<file path="config.mk">
export PLATFORM = sky130hd
export DESIGN_NAME = shift_frame_rx
export DESIGN_NICKNAME = d
export VERILOG_FILES = /design/src/rtl/shift_frame_rx_pkg.sv /design/src/rtl/shift_frame_rx_rx_shift_core.sv /design/src/rtl/shift_frame_rx.sv
export SDC_FILE = /design/constraint.sdc
export NUM_CORES = 1
export LEC_CHECK = 0
export ABC_AREA = 1
export BUFFER_PORTS_ARGS = -buffer_cell sky130_fd_sc_hd__buf_2
export CAP_MARGIN = 10
export CORE_MARGIN = 1.5
export CORE_UTILIZATION = 45
export DETAILED_ROUTE_END_ITERATION = 10
export PLACE_DENSITY = 0.66
export SYNTH_ARGS = -nofsm -noshare
export SYNTH_HDL_FRONTEND = slang
export SYNTH_SLANG_ARGS = --single-unit
</file>
<file path="constraint.sdc">
create_clock -name clk -period 1.75 [get_ports clk]
set_input_delay 0.0875 -clock clk [delete_from_list [all_inputs] [get_ports clk]]
set_output_delay 0.0875 -clock clk [all_outputs]
set_load 0.02 [all_outputs]
</file>
<file path="src/rtl/shift_frame_rx_pkg.sv">
// Shared definitions for the serial frame receive/transmit pair:
// FSM state encoding and the framing bit levels.
package shift_frame_rx_pkg;

  typedef enum logic [1:0] {
    IDLE   = 2'd0,
    DATA   = 2'd1,
    PARITY = 2'd2,
    STOP   = 2'd3
  } rx_state_t;

  localparam logic START_BIT = 1'b1;
  localparam logic STOP_BIT  = 1'b0;

endpackage

</file>
<file path="src/rtl/shift_frame_rx_rx_shift_core.sv">
// Deserializing shift register with selectable fill direction and a running
// XOR of every data bit shifted in since the last clear.
module rx_shift_core #(
  parameter int WIDTH     = 4,
  parameter bit MSB_FIRST = 1'b0
) (
  input  logic             clk,
  input  logic             clr,
  input  logic             clear,
  input  logic             shift,
  input  logic             bit_in,
  output logic [WIDTH-1:0] word,
  output logic             parity
);

  logic [WIDTH-1:0] shifted;

  // LSB-first fills from the top so the first bit lands in bit 0;
  // MSB-first fills from the bottom so the first bit lands in the top bit.
  generate
    if (WIDTH == 1) begin : g_single
      assign shifted = bit_in;
    end else if (MSB_FIRST) begin : g_msb
      assign shifted = {word[WIDTH-2:0], bit_in};
    end else begin : g_lsb
      assign shifted = {bit_in, word[WIDTH-1:1]};
    end
  endgenerate

  always_ff @(posedge clk) begin
    if (!clr || clear) begin
      word   <= '0;
      parity <= 1'b0;
    end else if (shift) begin
      word   <= shifted;
      parity <= parity ^ bit_in;
    end
  end

endmodule

</file>
<file path="src/rtl/shift_frame_rx.sv">
// Serial frame receiver: start bit, WIDTH data bits, even parity, stop bit.
// Completed good words are offered on a valid/ack handshake with overrun flag.
import shift_frame_rx_pkg::*;

module shift_frame_rx #(
  parameter int WIDTH     = 4,
  parameter bit MSB_FIRST = 1'b0
) (
  input  logic             clk,
  input  logic             clr,
  input  logic             sen,
  input  logic             sdata,
  input  logic             ack,
  output logic [WIDTH-1:0] Q,
  output logic             valid,
  output logic             perr,
  output logic             ferr,
  output logic             ovr
);

  localparam int CW = (WIDTH > 1) ? $clog2(WIDTH) : 1;
  localparam logic [CW-1:0] LAST = CW'(WIDTH - 1);

  rx_state_t        state, state_next;
  logic [CW-1:0]    cnt, cnt_next;
  logic             par_bad, par_bad_next;
  logic             perr_next, ferr_next;
  logic             core_clear, core_shift, load;
  logic [WIDTH-1:0] word;
  logic             data_parity;

  rx_shift_core #(
    .WIDTH    (WIDTH),
    .MSB_FIRST(MSB_FIRST)
  ) u_core (
    .clk   (clk),
    .clr   (clr),
    .clear (core_clear),
    .shift (core_shift),
    .bit_in(sdata),
    .word  (word),
    .parity(data_parity)
  );

  always_comb begin
    state_next   = state;
    cnt_next     = cnt;
    par_bad_next = par_bad;
    perr_next    = 1'b0;
    ferr_next    = 1'b0;
    core_clear   = 1'b0;
    core_shift   = 1'b0;
    load         = 1'b0;
    case (state)
      IDLE: begin
        if (sen && sdata == START_BIT) begin
          state_next = DATA;
          cnt_next   = '0;
          core_clear = 1'b1;
        end
      end
      DATA: begin
        if (sen) begin
          core_shift = 1'b1;
          cnt_next   = cnt + CW'(1);
          if (cnt == LAST) state_next = PARITY;
        end
      end
      PARITY: begin
        if (sen) begin
          par_bad_next = data_parity ^ sdata;
          state_next   = STOP;
        end
      end
      STOP: begin
        // A bad stop bit masks any parity error on the same frame.
        if (sen) begin
          state_next = IDLE;
          if (sdata != STOP_BIT) ferr_next = 1'b1;
          else if (par_bad)      perr_next = 1'b1;
          else                   load      = 1'b1;
        end
      end
      default: state_next = IDLE;
    endcase
  end

  always_ff @(posedge clk) begin
    if (!clr) begin
      state   <= IDLE;
      cnt     <= '0;
      par_bad <= 1'b0;
      perr    <= 1'b0;
      ferr    <= 1'b0;
      Q       <= '0;
      valid   <= 1'b0;
      ovr     <= 1'b0;
    end else begin
      state   <= state_next;
      cnt     <= cnt_next;
      par_bad <= par_bad_next;
      perr    <= perr_next;
      ferr    <= ferr_next;
      // A new word wins over ack; overrun only if the old word was never taken.
      if (load) begin
        Q     <= word;
        valid <= 1'b1;
        if (valid && !ack) ovr <= 1'b1;
      end else if (ack) begin
        valid <= 1'b0;
      end
    end
  end

endmodule

</file>
==> results of run 1 <==
cell usage after synthesis:
master / instances / share of area
ha_1: 6 / 0.093
inv_1: 14 / 0.065
o21ai_0: 2 / 0.012
nand2_1: 27 / 0.13
a211oi_1: 2 / 0.019
nand4_1: 5 / 0.039
xnor2_1: 1 / 0.011
o21a_1: 1 / 0.0093
dfxtp_1: 18 / 0.45
clkinv_1: 1 / 0.0047
nor3_1: 1 / 0.0062
nand3_1: 3 / 0.019
nor2_1: 13 / 0.061
a21o_2: 1 / 0.011
nand2_2: 1 / 0.0078
a21oi_1: 11 / 0.068
registers in the layout, summed over array words and instances (netlist names):
register,flops
par_bad,1
ferr,1
u_core.parity,1
Q,4
valid,1
perr,1
cnt,2
state,2
u_core.word,4
ovr,1
routing by layer:
metal	routed length (um)	GRT usage	share of wire	vias to the layer above
li1	-	-	-	378
met1	706	0.200	0.52	291
met2	576	0.246	0.43	15
met3	52	0.0600	0.039	2
met4	14	0.0588	0.010	0
met5	0	0	0	-
power by group:
part / total (uW) / internal (uW) / switching (uW)
Combinational: 382 / 143 / 239
Sequential: 479 / 447 / 31.5
Clock: 189 / 79.9 / 109
Total: 1050 / 670 / 380
through the flow:
| stage | worst slack, ns | util |
|---|---|---|
| 2_1_floorplan | 0.499 | - |
| 3_3_place_gp | 0.355 | 0.529 |
| 3_5_place_dp | 0.344 | 0.529 |
| 4_1_cts | 0.321 | 0.542 |
| 5_1_grt | 0.146 | 0.542 |
| 6_report | 0.305 | 0.542 |
layout make-up:
type                            instances  area [um^2]
Multi-Input combinational cell         74          388
Fill cell                             178          782
Timing Repair Buffer                   13         67.6
Inverter                               15         56.3
Clock buffer                            3         22.5
Sequential cell                        18          360
Tap cell                               25         31.3
worst max-delay path, cell delays in order (launching register included):
cell     delay (ns)
dfxtp_1        0.39
inv_1          0.10
ha_1           0.24
o21ai_0        0.29
inv_1          0.07
nor2_1         0.15
nor2_1         0.05
nor2_1         0.09
worst min-delay path by stage:
stage	slack [ns]	endpoint	from
6_report	0.07	valid	ack
5_1_grt	0.08	valid	ack
4_1_cts	0.06	valid	ack
3_5_place_dp	0.37	valid	ack
3_3_place_gp	0.36	valid	ack
2_1_floorplan	0.21	ovr	clr
cells by family after synthesis:
| logic type | count (synthesis) | synth area share |
|---|---|---|
| compound gates | 17 | 0.120 |
| xor+xnor | 1 | 0.0109 |
| fa+ha+maj | 6 | 0.0933 |
| buf+inv | 15 | 0.0700 |
| flops | 18 | 0.448 |
| simple gates | 50 | 0.258 |
==> metrics.cfg, run 1 <==
[grt]
grt_start_max_net_pins=10
grt_overflow=0
grt.total_usage=0.159
grt_pass1_wl_um=2370
antenna_found_initial=0
first_global_vias=618

[route]
routed_wl_um=1350
first_pass_iters=4
wl_per_cell_um=9.12
vias=686
drc=0
dr.first_iter.drc_count=14
vias_per_cell=4.64
ant_nets=0

[outcome]
status=finished clean

[setup_path]
crit_start=state[0]
reg2reg_depth=7
path_class=register to register
crit_path_start_kind=register
endpoint_kind=register
cp-endpoint=state[1]
rrSetupSlack_ns=0.30
r2r-start=state[0]
worst-path-max-fanout=4
rr_endpoint=state[1]
critPathArrivalTime_ns=1.67
cp.required_ns=1.98

[timing]
fin_tns_setup_ns=0
max_freq_mhz=692
relSlewSlack=0.786
tightest_slew_ns=0.318
rsz0062_at_grt=no
maxSlewViolCount=0
min_period_ns=1.45
finalHoldViolations=0
finalClockSkew_ns=0.00332
fin_crit_sh=0.826
hold_ws_ns=0.0692
setup_viol=0

[yosys]
synthesis.nets=118
yosysWarnings=0
synth_area_per_cell_um2=7.52
ys_seq_area_frac=0.448
syn_area_um2=805
synth.distinct_cells=16
ys_ff_latch=18
postSynthCellCount=107

[place]
place_congestion=0.763
portBuffers=12
place_area_um2=903
dp_hpwl_um=1100
dp_cells=145

[floorplan]
core_area_um2=1710
die_w_um=45.3
rows=15
die-area_um2=2050
ios=13
start_util=0.471
die_y_um=45.3

[cts]
clk_latency_ns=0.28
cts_resized=0
clockRootBuffer=clkbuf_4
cts_tree=done
hold_buffers=0
post_cts_buffers=0
cts_buffer_depth=2
numCtsBuffers=3
cts.sinks=18
htreeDepth=1
clk_pin_slew_ns=0.09

[run]
drv_cap=0

[layout]
layout_commonest_cell=nand2_1
final_cells=148
nets=136
area_delta_synth_final_pct=15.1
final_cell_mix=27 x nand2_1, 18 x dfxtp_1, 14 x inv_1
drive_gt1_frac=0.146
final_area_um2=926
n_antenna_cell=0

[power]
power_uw=1050
p_per_area_nw_per_um2=1130
ir_drop_v=0.000675
p_leak_uw=0.000430

[worst_hold_path]
hold_depth=4
hold_path_class=input pin to register

Power figures use the tool's default switching activity.
==> run 2: changes to the inputs <==
Clock period 1.75 ns to 1.47 ns, I/O delays scaled along.
==> run 2 against run 1 <==
  * Die area unchanged
  * Sequential power up 20%
  * Power up 20%
  * Final cell count up 0.68%
  * Worst hold slack worse by 0.0071 ns
  * Maximum frequency up 9.4%
  * Clock power up 19%
  * Utilization up 0.66 points
  * Non-clock buffer count up 1
  * Sequential cell count unchanged
  * Sequential share of layout area down 0.33 points
  * Routed wire length up 1.9%
==> metrics.cfg, run 2 (synthesis results as in run 1) <==
[timing]
rsz0062_at_grt=yes
relSlewSlack=0.841  ; +0.0551
fin_tns_setup_ns=0  ; unchanged
finalClockSkew_ns=0.00470  ; +0.00137 ns
max_freq_mhz=757  ; +9.4%
setup_viol=0  ; unchanged
tightest_slew_ns=0.237  ; -0.0808 ns
finalHoldViolations=0  ; unchanged
min_period_ns=1.32  ; -0.124 ns
maxSlewViolCount=0  ; unchanged
fin_crit_sh=0.899  ; +0.0732

[floorplan]
ios=13  ; unchanged
die_y_um=45.3  ; unchanged
start_util=0.471  ; unchanged
rows=15  ; unchanged
die-area_um2=2050  ; unchanged
die_w_um=45.3  ; unchanged
core_area_um2=1710  ; unchanged

[setup_path]
rr_endpoint=u_core.parity
worst-path-max-fanout=7  ; +3
path_class=register to register
critPathArrivalTime_ns=1.52  ; -0.15 ns
r2r-start=state[1]
reg2reg_depth=6  ; -1
endpoint_kind=register
rrSetupSlack_ns=0.15  ; -0.16 ns
crit_start=state[1]
crit_path_start_kind=register
cp.required_ns=1.67  ; -0.31 ns

[route]
vias=704  ; +2.6%
first_pass_iters=4  ; unchanged
ant_nets=0  ; unchanged
vias_per_cell=4.72  ; +1.9%
dr.first_iter.drc_count=8  ; -6
drc=0  ; unchanged
wl_per_cell_um=9.23  ; +1.2%
routed_wl_um=1380  ; +1.9%

[worst_hold_path]
min_from=ack
hold_depth=4  ; unchanged
holdPathEnd=valid
hold_path_class=input pin to register

[grt]
antenna_found_initial=0  ; unchanged
grt_start_max_net_pins=10  ; unchanged
first_global_vias=647  ; +4.7%
grt.total_usage=0.167  ; +0.00813
grt_pass1_wl_um=2530  ; +6.7%
grt_overflow=0  ; unchanged

[layout]
final_cell_mix=26 x nand2_1, 17 x dfxtp_1, 13 x inv_1, 13 x nor2_1, 12 x buf_2
n_antenna_cell=0  ; unchanged
area_delta_synth_final_pct=16.5
nets=137  ; +0.74%
reg_top3=Q: 4 flops, u_core.word: 4 flops
drive_gt1_frac=0.177  ; +0.0311
layout_commonest_cell=nand2_1

[cts]
htreeDepth=1  ; unchanged
cts_buffer_depth=2  ; unchanged
clk_pin_slew_ns=0.09  ; about the same
clockRootBuffer=clkbuf_4
cts_tree=done
clk_latency_ns=0.28  ; about the same
post_cts_buffers=0  ; unchanged
numCtsBuffers=3  ; unchanged
cts.sinks=18  ; unchanged

[power]
p_per_area_nw_per_um2=1350  ; +19%
power_uw=1260  ; +20%
p_leak_uw=0.000433  ; +0.65%
ir_drop_v=0.000865  ; +28%

[run]
drv_cap=0  ; unchanged

[place]
place_congestion=0.754  ; -1.2%
portBuffers=12  ; unchanged
dp_hpwl_um=1130  ; +2.5%

[outcome]
status=finished clean

[run 2: repair_timing]
action                                  4_1_cts  5_1_grt
hold buffers                                  0        0
resized for setup                             0        4
endpoints found under the setup margin        0        4
[run 2: metrics by stage]
stage / area, um^2 / utilization / setup WS [ns] / hold slack [ns] / std cells
finish: 937 / 0.549 / 0.148 / 0.0622 / 149
global route: 937 / 0.549 / -0.00298 / 0.0612 / 149
CTS: 933 / 0.547 / 0.0527 / 0.0561 / 149
detailed placement: 911 / 0.533 / 0.0777 / 0.363 / 146
global placement: 911 / 0.533 / 0.143 / 0.347 / 146
floorplan: 805 / - / 0.219 / 0.191 / 107
[run 2: worst max-delay path by stage]
stage	end	depth (start not counted)
after global placement	u_core.parity	6
final	u_core.parity	6
after CTS	state[1]	7
after floorplan	state[0]	7
after global routing	u_core.word[3]	6
after detailed placement	state[1]	7
[run 2: critical path, cell delays in order (launching register included)]
cell and delay (ns):
dfxtp_1 0.34, inv_1 0.10, ha_1 0.26, nand2_1 0.15, inv_2 0.13, nor2_1 0.05
a211oi_1 0.20
[run 2: layout make-up]
type,count,area (um^2)
clock buffers,3,22.5
fillers,170,771
inverters,15,56.3
multi-input cells,74,390
flip-flops and latches,18,362
well taps,25,31.3
repair buffers,14,75.1
[run 2: power by group]
group          total (uW)  switching [uW]  internal (uW)  leakage, uW
Sequential            573            38.0            535     0.000146
Combinational         464             290            174     0.000273
Clock                 224             129           95.0    0.0000138
Total                1260             457            804     0.000433
[run 2: routing by layer]
metal  wire length, um  GRT usage  part of all wire
met2               614      0.274              0.45
met1               692      0.210              0.50
met4                 0     0.0353                 0
met5                 0          0                 0
met3                68     0.0600             0.049
